File: src/rtl/vz_pkg.sv
// Shared types and constants for the VZ image loader.
// Ports: none; this package holds the FSM state enum, the status codes, the header magic bytes
//        and the file type codes.
package vz_pkg;

   typedef enum logic [2:0] {
      ST_IDLE   = 3'd0,
      ST_HEADER = 3'd1,
      ST_BODY   = 3'd2,
      ST_DRAIN  = 3'd3,
      ST_PTR_LO = 3'd4,
      ST_PTR_HI = 3'd5,
      ST_DONE   = 3'd6,
      ST_FAIL   = 3'd7
   } vz_state_e;

   typedef enum logic [1:0] {
      ERR_OK       = 2'd0,
      ERR_MAGIC    = 2'd1,
      ERR_OVERFLOW = 2'd2,
      ERR_WRAP     = 2'd3
   } vz_err_e;

   // "VZF0" and "VZFO" are both accepted; only the last byte differs.
   localparam logic [7:0] MAGIC_V = 8'h56;
   localparam logic [7:0] MAGIC_Z = 8'h5A;
   localparam logic [7:0] MAGIC_F = 8'h46;
   localparam logic [7:0] MAGIC_0 = 8'h30;
   localparam logic [7:0] MAGIC_O = 8'h4F;

   localparam logic [7:0] TYPE_BASIC  = 8'hF0;
   localparam logic [7:0] TYPE_BINARY = 8'hF1;

   localparam int HDR_LEN = 24;

   // Checks one magic byte against its position in the header.
   function automatic logic magic_ok(input logic [1:0] idx, input logic [7:0] b);
      logic ok;
      ok = 1'b0;
      case (idx)
         2'd0: ok = (b == MAGIC_V);
         2'd1: ok = (b == MAGIC_Z);
         2'd2: ok = (b == MAGIC_F);
         2'd3: ok = (b == MAGIC_0) || (b == MAGIC_O);
         default: ok = 1'b0;
      endcase
      return ok;
   endfunction

endpackage

File: src/rtl/vz_byte_fifo.sv
// Small synchronous FIFO holding {address, byte} write entries for the loader.
// Latency: a pushed entry is visible at the head on the next cycle; pop is same-cycle.
// Backpressure: a push while full only succeeds together with a pop; clr_i empties it at once.
// Ports: clk_i/rst_ni clock and async active-low reset, clr_i synchronous flush, push_i/push_dat_i
//        write side, pop_i read side, full_o/empty_o flags, head_dat_o current head entry.
module vz_byte_fifo #(
   parameter int DEPTH = 4,
   parameter int WIDTH = 24
) (
   input  logic             clk_i,
   input  logic             rst_ni,
   input  logic             clr_i,
   input  logic             push_i,
   input  logic [WIDTH-1:0] push_dat_i,
   input  logic             pop_i,
   output logic             full_o,
   output logic             empty_o,
   output logic [WIDTH-1:0] head_dat_o
);

   localparam int PTR_W = $clog2(DEPTH);

   logic [WIDTH-1:0] mem_q [DEPTH];
   logic [PTR_W:0]   wr_ptr_q;
   logic [PTR_W:0]   rd_ptr_q;
   logic             do_push;
   logic             do_pop;

   // Pointers carry one extra wrap bit so full and empty are distinguishable.
   assign empty_o = (wr_ptr_q == rd_ptr_q);
   assign full_o  = (wr_ptr_q[PTR_W] != rd_ptr_q[PTR_W]) &&
                    (wr_ptr_q[PTR_W-1:0] == rd_ptr_q[PTR_W-1:0]);

   // When full, a simultaneous pop frees the slot being written: the head is read
   // combinationally this cycle before the new entry lands on the clock edge.
   assign do_push = push_i && (!full_o || pop_i);
   assign do_pop  = pop_i && !empty_o;

   assign head_dat_o = mem_q[rd_ptr_q[PTR_W-1:0]];

   always_ff @(posedge clk_i or negedge rst_ni) begin
      if (!rst_ni) begin
         wr_ptr_q <= '0;
         rd_ptr_q <= '0;
      end else if (clr_i) begin
         wr_ptr_q <= '0;
         rd_ptr_q <= '0;
      end else begin
         if (do_push) wr_ptr_q <= wr_ptr_q + 1'b1;
         if (do_pop)  rd_ptr_q <= rd_ptr_q + 1'b1;
      end
   end

   always_ff @(posedge clk_i) begin
      if (do_push && !clr_i) mem_q[wr_ptr_q[PTR_W-1:0]] <= push_dat_i;
   end

endmodule

File: src/rtl/vz_image_loader.sv
// Loads a VZ (.vz) image from the OSD download stream into target memory, then patches the BASIC end pointer.
// Latency: a body byte accepted into an empty FIFO raises mem_req on the next cycle.
// Backpressure: none towards the download side; a body byte hitting a full FIFO aborts with err=2.
// Ports: clk_sys/RESET clock and async active-low reset; dn_* download stream (session, strobe,
//        byte offset, byte, file slot); mem_req/mem_ack/mem_addr/mem_data write port held until
//        acked; busy/done/err/file_type/start_addr/autorun status towards the host.
module vz_image_loader
   import vz_pkg::*;
#(
   parameter int          DN_ADDR_W     = 24,
   parameter int          MEM_ADDR_W    = 16,
   parameter int          FIFO_DEPTH    = 4,
   parameter logic [7:0]  IMAGE_INDEX   = 8'd1,
   parameter logic [15:0] BASIC_END_PTR = 16'h78F9
) (
   input  logic                  clk_sys,
   input  logic                  RESET,
   input  logic                  dn_download,
   input  logic                  dn_wr,
   input  logic [DN_ADDR_W-1:0]  dn_addr,
   input  logic [7:0]            dn_data,
   input  logic [7:0]            dn_index,
   output logic                  mem_req,
   input  logic                  mem_ack,
   output logic [MEM_ADDR_W-1:0] mem_addr,
   output logic [7:0]            mem_data,
   output logic                  busy,
   output logic                  done,
   output logic [1:0]            err,
   output logic [7:0]            file_type,
   output logic [15:0]           start_addr,
   output logic                  autorun
);

   localparam int FIFO_W = MEM_ADDR_W + 8;
   localparam int MAX_AW = (DN_ADDR_W > MEM_ADDR_W) ? DN_ADDR_W : MEM_ADDR_W;
   // One spare bit above every operand so the address sum cannot silently wrap.
   localparam int SUM_W  = ((MAX_AW > 16) ? MAX_AW : 16) + 1;

   vz_state_e   state_q, state_d;
   vz_err_e     err_q, err_d;
   logic [7:0]  ftype_q, ftype_d;
   logic [15:0] start_q, start_d;
   logic [15:0] end_q, end_d;
   logic        dl_q;

   logic             dl_rise, dl_fall, session_start;
   logic             is_body, body_wrap;
   logic [SUM_W-1:0] body_sum;

   logic              fifo_push, fifo_pop, fifo_clr;
   logic              fifo_full, fifo_empty, fifo_req;
   logic [FIFO_W-1:0] fifo_head;
   logic              ptr_lo, ptr_hi;

   assign dl_rise       = dn_download && !dl_q;
   assign dl_fall       = !dn_download && dl_q;
   assign session_start = dl_rise && (dn_index == IMAGE_INDEX);

   assign is_body   = (dn_addr >= DN_ADDR_W'(HDR_LEN));
   assign body_sum  = SUM_W'(start_q) + SUM_W'(dn_addr) - SUM_W'(HDR_LEN);
   assign body_wrap = ((body_sum >> MEM_ADDR_W) != '0);

   // Only BODY and DRAIN expose the FIFO head; any abort path flushes it.
   assign fifo_req = !fifo_empty && ((state_q == ST_BODY) || (state_q == ST_DRAIN));
   assign fifo_pop = fifo_req && mem_ack;
   assign ptr_lo   = (state_q == ST_PTR_LO);
   assign ptr_hi   = (state_q == ST_PTR_HI);

   vz_byte_fifo #(
      .DEPTH (FIFO_DEPTH),
      .WIDTH (FIFO_W)
   ) u_fifo (
      .clk_i      (clk_sys),
      .rst_ni     (RESET),
      .clr_i      (fifo_clr),
      .push_i     (fifo_push),
      .push_dat_i ({MEM_ADDR_W'(body_sum), dn_data}),
      .pop_i      (fifo_pop),
      .full_o     (fifo_full),
      .empty_o    (fifo_empty),
      .head_dat_o (fifo_head)
   );

   always_ff @(posedge clk_sys or negedge RESET) begin
      if (!RESET) begin
         state_q <= ST_IDLE;
         err_q   <= ERR_OK;
         ftype_q <= '0;
         start_q <= '0;
         end_q   <= '0;
         dl_q    <= 1'b0;
      end else begin
         state_q <= state_d;
         err_q   <= err_d;
         ftype_q <= ftype_d;
         start_q <= start_d;
         end_q   <= end_d;
         dl_q    <= dn_download;
      end
   end

   always_comb begin
      state_d   = state_q;
      err_d     = err_q;
      ftype_d   = ftype_q;
      start_d   = start_q;
      end_d     = end_q;
      fifo_push = 1'b0;
      fifo_clr  = 1'b0;

      if (session_start) begin
         // A new session restarts from any state, discarding whatever was in flight.
         state_d  = ST_HEADER;
         err_d    = ERR_OK;
         ftype_d  = '0;
         start_d  = '0;
         fifo_clr = 1'b1;
      end else begin
         case (state_q)
            ST_IDLE: ;
            ST_HEADER: begin
               // Header bytes are placed by offset, so strobes may arrive in any order.
               if (dn_wr && !is_body) begin
                  case (dn_addr[4:0])
                     5'd0, 5'd1, 5'd2, 5'd3: begin
                        if (!magic_ok(dn_addr[1:0], dn_data)) begin
                           err_d   = ERR_MAGIC;
                           state_d = ST_FAIL;
                        end
                     end
                     5'd21: ftype_d = dn_data;
                     5'd22: start_d[7:0] = dn_data;
                     5'd23: begin
                        start_d[15:8] = dn_data;
                        // An empty body leaves the end pointer at the start address.
                        end_d   = {dn_data, start_q[7:0]};
                        state_d = ST_BODY;
                     end
                     default: ;
                  endcase
               end
               if (dl_fall) begin
                  err_d   = ERR_MAGIC;
                  state_d = ST_FAIL;
               end
            end
            ST_BODY: begin
               if (dn_wr && is_body) begin
                  if (body_wrap) begin
                     err_d   = ERR_WRAP;
                     state_d = ST_FAIL;
                  end else if (fifo_full && !fifo_pop) begin
                     err_d   = ERR_OVERFLOW;
                     state_d = ST_FAIL;
                  end else begin
                     fifo_push = 1'b1;
                     end_d     = 16'(body_sum) + 16'd1;
                  end
               end
               if (dl_fall && (state_d == ST_BODY)) state_d = ST_DRAIN;
            end
            ST_DRAIN: begin
               if (fifo_empty) state_d = (ftype_q == TYPE_BASIC) ? ST_PTR_LO : ST_DONE;
            end
            ST_PTR_LO: if (mem_ack) state_d = ST_PTR_HI;
            ST_PTR_HI: if (mem_ack) state_d = ST_DONE;
            ST_DONE:   state_d = ST_IDLE;
            ST_FAIL:   if (!dn_download) state_d = ST_IDLE;
            default:   state_d = ST_IDLE;
         endcase
      end

      if (state_d == ST_FAIL) fifo_clr = 1'b1;
   end

   // Address/data are forced to zero whenever no request is pending, so they are 0 in reset.
   always_comb begin
      mem_req  = 1'b0;
      mem_addr = '0;
      mem_data = '0;
      if (ptr_lo) begin
         mem_req  = 1'b1;
         mem_addr = MEM_ADDR_W'(BASIC_END_PTR);
         mem_data = end_q[7:0];
      end else if (ptr_hi) begin
         mem_req  = 1'b1;
         mem_addr = MEM_ADDR_W'(BASIC_END_PTR + 16'd1);
         mem_data = end_q[15:8];
      end else if (fifo_req) begin
         mem_req  = 1'b1;
         mem_addr = fifo_head[FIFO_W-1:8];
         mem_data = fifo_head[7:0];
      end
   end

   assign busy       = (state_q != ST_IDLE);
   assign done       = (state_q == ST_DONE);
   assign autorun    = done && (ftype_q == TYPE_BINARY);
   assign err        = err_q;
   assign file_type  = ftype_q;
   assign start_addr = start_q;

endmodule
File: config.mk
export PLATFORM = sky130hd
export DESIGN_NAME = vz_image_loader
export DESIGN_NICKNAME = d
export VERILOG_FILES = /design/src/rtl/vz_pkg.sv /design/src/rtl/vz_byte_fifo.sv /design/src/rtl/vz_image_loader.sv
export SDC_FILE = /design/constraint.sdc
export NUM_CORES = 1
export LEC_CHECK = 0
export ABC_AREA = 1
export BUFFER_PORTS_ARGS = -buffer_cell sky130_fd_sc_hd__buf_2
export CAP_MARGIN = 10
export CORE_ASPECT_RATIO = 0.5
export CORE_MARGIN = 2
export CORE_UTILIZATION = 54
export DETAILED_ROUTE_END_ITERATION = 8
export MAX_ROUTING_LAYER = met4
export PLACE_DENSITY = 0.85
export SLEW_MARGIN = 20
export SYNTH_ARGS = -nofsm -noshare
export SYNTH_HDL_FRONTEND = slang
export SYNTH_SLANG_ARGS = --single-unit
File: constraint.sdc
create_clock -name clk_sys -period 3.4 [get_ports clk_sys]
set_input_delay 0.51 -clock clk_sys [delete_from_list [all_inputs] [get_ports clk_sys]]
set_output_delay 0.51 -clock clk_sys [all_outputs]
set_load 0.02 [all_outputs]
==> flow_metrics.env <==
export IMPL_number_of_antenna_violations_at_the_first_check_in_global_routing=0
export IMPL_grt_total_usage=0.3155
export IMPL_tightestPinTransition_ps=688.2
export IMPL_cp_top_family="simple AND/OR/NAND/NOR gates"
export IMPL_fillers=1239
export IMPL_dieWidth_um=186.2
export IMPL_drt_pre_antenna_iters=7
export IMPL_synth_yosys_warnings=0
export IMPL_path_buf_inv=5
export IMPL_switching_power_uw=3436
export IMPL_drc=0
export IMPL_synth_nets=1206
export IMPL_wl_per_cell_um=18.24
export IMPL_synth_enable_flop_cells=96
export IMPL_globalRouteOverflowTotal=0
export IMPL_wirelength_mm=27.35
export IMPL_rows=33
export IMPL_postLayoutCoreUtil=0.6726
export IMPL_worst_setup_path_type="flip-flop to flip-flop"
export IMPL_cts_root_to_sink_buffers=2
export IMPL_netlist_top_cell_by_area="sky130_fd_sc_hd__edfxtp_1"
export IMPL_cts_made_buffers=17
export IMPL_peakVddDrop_v=0.0004322
export IMPL_critical_path_slowest_cell="sky130_fd_sc_hd__dfrtp_1"
export IMPL_initialDrtViolationCount=1054
export IMPL_startpoint_type="flip-flop"
export IMPL_synth_async_sr_flop_share=0.3514
export IMPL_avgSynthCellArea_um2=8.080
export IMPL_drive_above_1_share=0.2005
export IMPL_comb_power_share=0.454
export IMPL_finalInstanceArea_um2=10970
export IMPL_gr_usage_met3=0.05768
export IMPL_seq_power_share=0.299
export IMPL_start_util=0.5494
export IMPL_detailed_place_area_um2=10050
export IMPL_clock_tree_from_tritoncts="yes"
export IMPL_finalHoldViolations=0
export IMPL_cp_num_cells=17
export IMPL_hold_worst_slack_ps=131.8
export IMPL_ff2ff_path_depth=17
export IMPL_synthFlopType="sky130_fd_sc_hd__edfxtp_1"
export IMPL_period_needed_ps=3291
export IMPL_core_region_area_um2=16310
export IMPL_worstSetupEndpointType="flip-flop"
export IMPL_r2r_start="start_addr[11]$_DFFE_PN0P_"
export IMPL_hpwl_mm=19.12
export IMPL_synthTopCellsByArea="sky130_fd_sc_hd__edfxtp_1 32%, sky130_fd_sc_hd__dfrtp_1 15%, sky130_fd_sc_hd__nand2_1 12%"
export IMPL_synthDominantCellAreaShare=0.3217
export IMPL_hold_path_class="input port to async pin"
export IMPL_timing_max_slew_rel_slack=0.5412
export IMPL_final_max_slew_viol_count=0
export IMPL_groute_layer_met1_usage=0.4054
export IMPL_first_global_vias=8002
export IMPL_grt_start_max_net_pins=51
export IMPL_status="completed"
export IMPL_p_clk_frac=0.247
export IMPL_io_buffers=98
export IMPL_arrival_ps=3430
export IMPL_critical_path_max_stage_delay_ps=370
export IMPL_setup_violating_endpoint_count_in_the_final_report=0
export IMPL_routed_via_count=8592
export IMPL_synth_seq_area_share=0.4669
export IMPL_netSwitchingFraction=0.4439
export IMPL_final_common_cell="sky130_fd_sc_hd__nand2_1"
export IMPL_post_drt_antenna_nets=0
export IMPL_clock_latency_ps=430
export IMPL_path_cells="inv_1, ha_1, inv_1, ha_1, nand2_1, inv_1, nand2_1, nand3_1, o21ai_1, nand4_1, nand2_1, nand4_1, nor2_2, nand3_2, buf_4, nor2_4, clkbuf_16"
export IMPL_die_height_um=95.09
export IMPL_final_cell_mix="280 x sky130_fd_sc_hd__nand2_1, 168 x sky130_fd_sc_hd__inv_1, 98 x sky130_fd_sc_hd__nor2_1, 98 x sky130_fd_sc_hd__buf_2, 96 x sky130_fd_sc_hd__edfxtp_1"
export IMPL_clkSinkCount=148
export IMPL_power_density_cell_area_nw_per_um2=705.7
export IMPL_use_met2=0.5068
export IMPL_clk_transition_reported_paths_ps=70
export IMPL_ios=99
export IMPL_p_int_uw=4305
export IMPL_n_antenna_cell=0
export IMPL_layout_area_overhead_vs_synth_pct=22.41
export IMPL_max_cap_violations=0
export IMPL_synth_cell_type_count=47
export IMPL_layout_nets=1356
export IMPL_top_usage_layer="met2"
export IMPL_critical_path_peak_fanout=6
export IMPL_place_congestion=0.9783
export IMPL_clock_fmax_mhz=303.9
export IMPL_global_route_wire_length_before_repair_mm=40.82
export IMPL_detail_route_vias_per_cell=5.732
export IMPL_worstSetupStartpoint="start_addr[11]$_DFFE_PN0P_"
export IMPL_worst_endpoint_required_ps=3540
export IMPL_clock_root_buffer_master="sky130_fd_sc_hd__clkbuf_16"
export IMPL_post_synthesis_cell_count=1109
export IMPL_final_min_period_over_clock_period=0.9678
export IMPL_htreeDepth=4
export IMPL_design_die_area_um2=17700
export IMPL_clock_skew_final_ps=14.18
export IMPL_leakage_uw=0.005254
export IMPL_ys_seq_elements=148
export IMPL_synth_cell_area_um2=8961
## Yosys cell counts (12+ instances only)
library cell	instances
sky130_fd_sc_hd__o21ai_0	77
sky130_fd_sc_hd__a21oi_1	42
sky130_fd_sc_hd__edfxtp_1	96
sky130_fd_sc_hd__inv_1	172
sky130_fd_sc_hd__nand2_1	290
sky130_fd_sc_hd__ha_1	51
sky130_fd_sc_hd__clkbuf_1	22
sky130_fd_sc_hd__o22ai_1	24
sky130_fd_sc_hd__nand3_1	56
sky130_fd_sc_hd__nor2_1	107
sky130_fd_sc_hd__nand4_1	18
sky130_fd_sc_hd__xor2_1	17
sky130_fd_sc_hd__nor3_1	12
sky130_fd_sc_hd__dfrtp_1	52
## registers in the layout, summed over array words and instances (netlist names)
register         cells
dl_q                 1
end_q               16
err                  2
file_type            8
start_addr          16
state_q              3
u_fifo.mem_q        96
u_fifo.rd_ptr_q      3
u_fifo.wr_ptr_q      3
## repair_timing
action | in CTS | in global routing
setup buffers | 0 | 8
hold buffers | 0 | 0
resized for setup | 0 | 45
setup endpoints to repair | 0 | 116
## routing by layer
metal	part of all wire	vias to the layer above
met2	0.47	527
met4	0.029	0
met5	0	-
met3	0.10	79
li1	-	3967
met1	0.40	4019
## path summary, 6_finish.rpt
path                                                  to  slack [ps]
max in group asynchronous       file_type[2]$_DFFE_PN0P_        2510
min in group clk_sys                      dl_q$_DFF_PN0_         230
max                        u_fifo.mem_q[2][10]$_DFFE_PP_         110
min                                 end_q[9]$_DFFE_PN0P_         130
max reg2reg                u_fifo.mem_q[2][10]$_DFFE_PP_         110
min reg2reg                        end_q[14]$_DFFE_PN0P_         490
## through the flow
| step | TNS, ps | std cells | power (uW) | worst slack [ps] |
|---|---|---|---|---|
| after floorplan | -5502 | 1109 | 4472 | -76.41 |
| after global placement | -8012 | 1456 | 5492 | -96.73 |
| after detailed placement | -7846 | 1456 | 5589 | -106.1 |
| after CTS | 0 | 1488 | 7529 | 74.42 |
| after global routing | -869.5 | 1499 | 8126 | -61.65 |
| final | 0 | 1499 | 7741 | 109.4 |
## cell families (layout without fill, tap and decap cells)
kind of cell / after synthesis / count (layout) / share of synthesized area
xor+xnor: 23 / 23 / 0.02332
compound gates: 171 / 171 / 0.1088
fa+ha+maj: 52 / 52 / 0.07344
simple gates: 511 / 511 / 0.2403
buf+inv: 204 / 367 / 0.08727
flops: 148 / 148 / 0.4669
## power groups by stage
stage               Sequential, uW  Combinational [uW]  Clock [uW]
detailed placement            2330                3260           0
CTS                           2310                3310        1910
global placement              2330                3170           0
global route                  2330                3800        2000
floorplan                     2340                2140           0
finish                        2310                3520        1910
## cell type report
class	count	area (um^2)	share of cell area
inverter	177	673.1	0.06137
clock buffer	17	425.4	0.03878
clock inverter	15	182.7	0.01665
tap	227	284.0	0.02589
timing repair buffer	158	1030	0.09387
multi-input combinational	757	4190	0.3820
sequential	148	4184	0.3814
(Power assumes the default switching activity.)
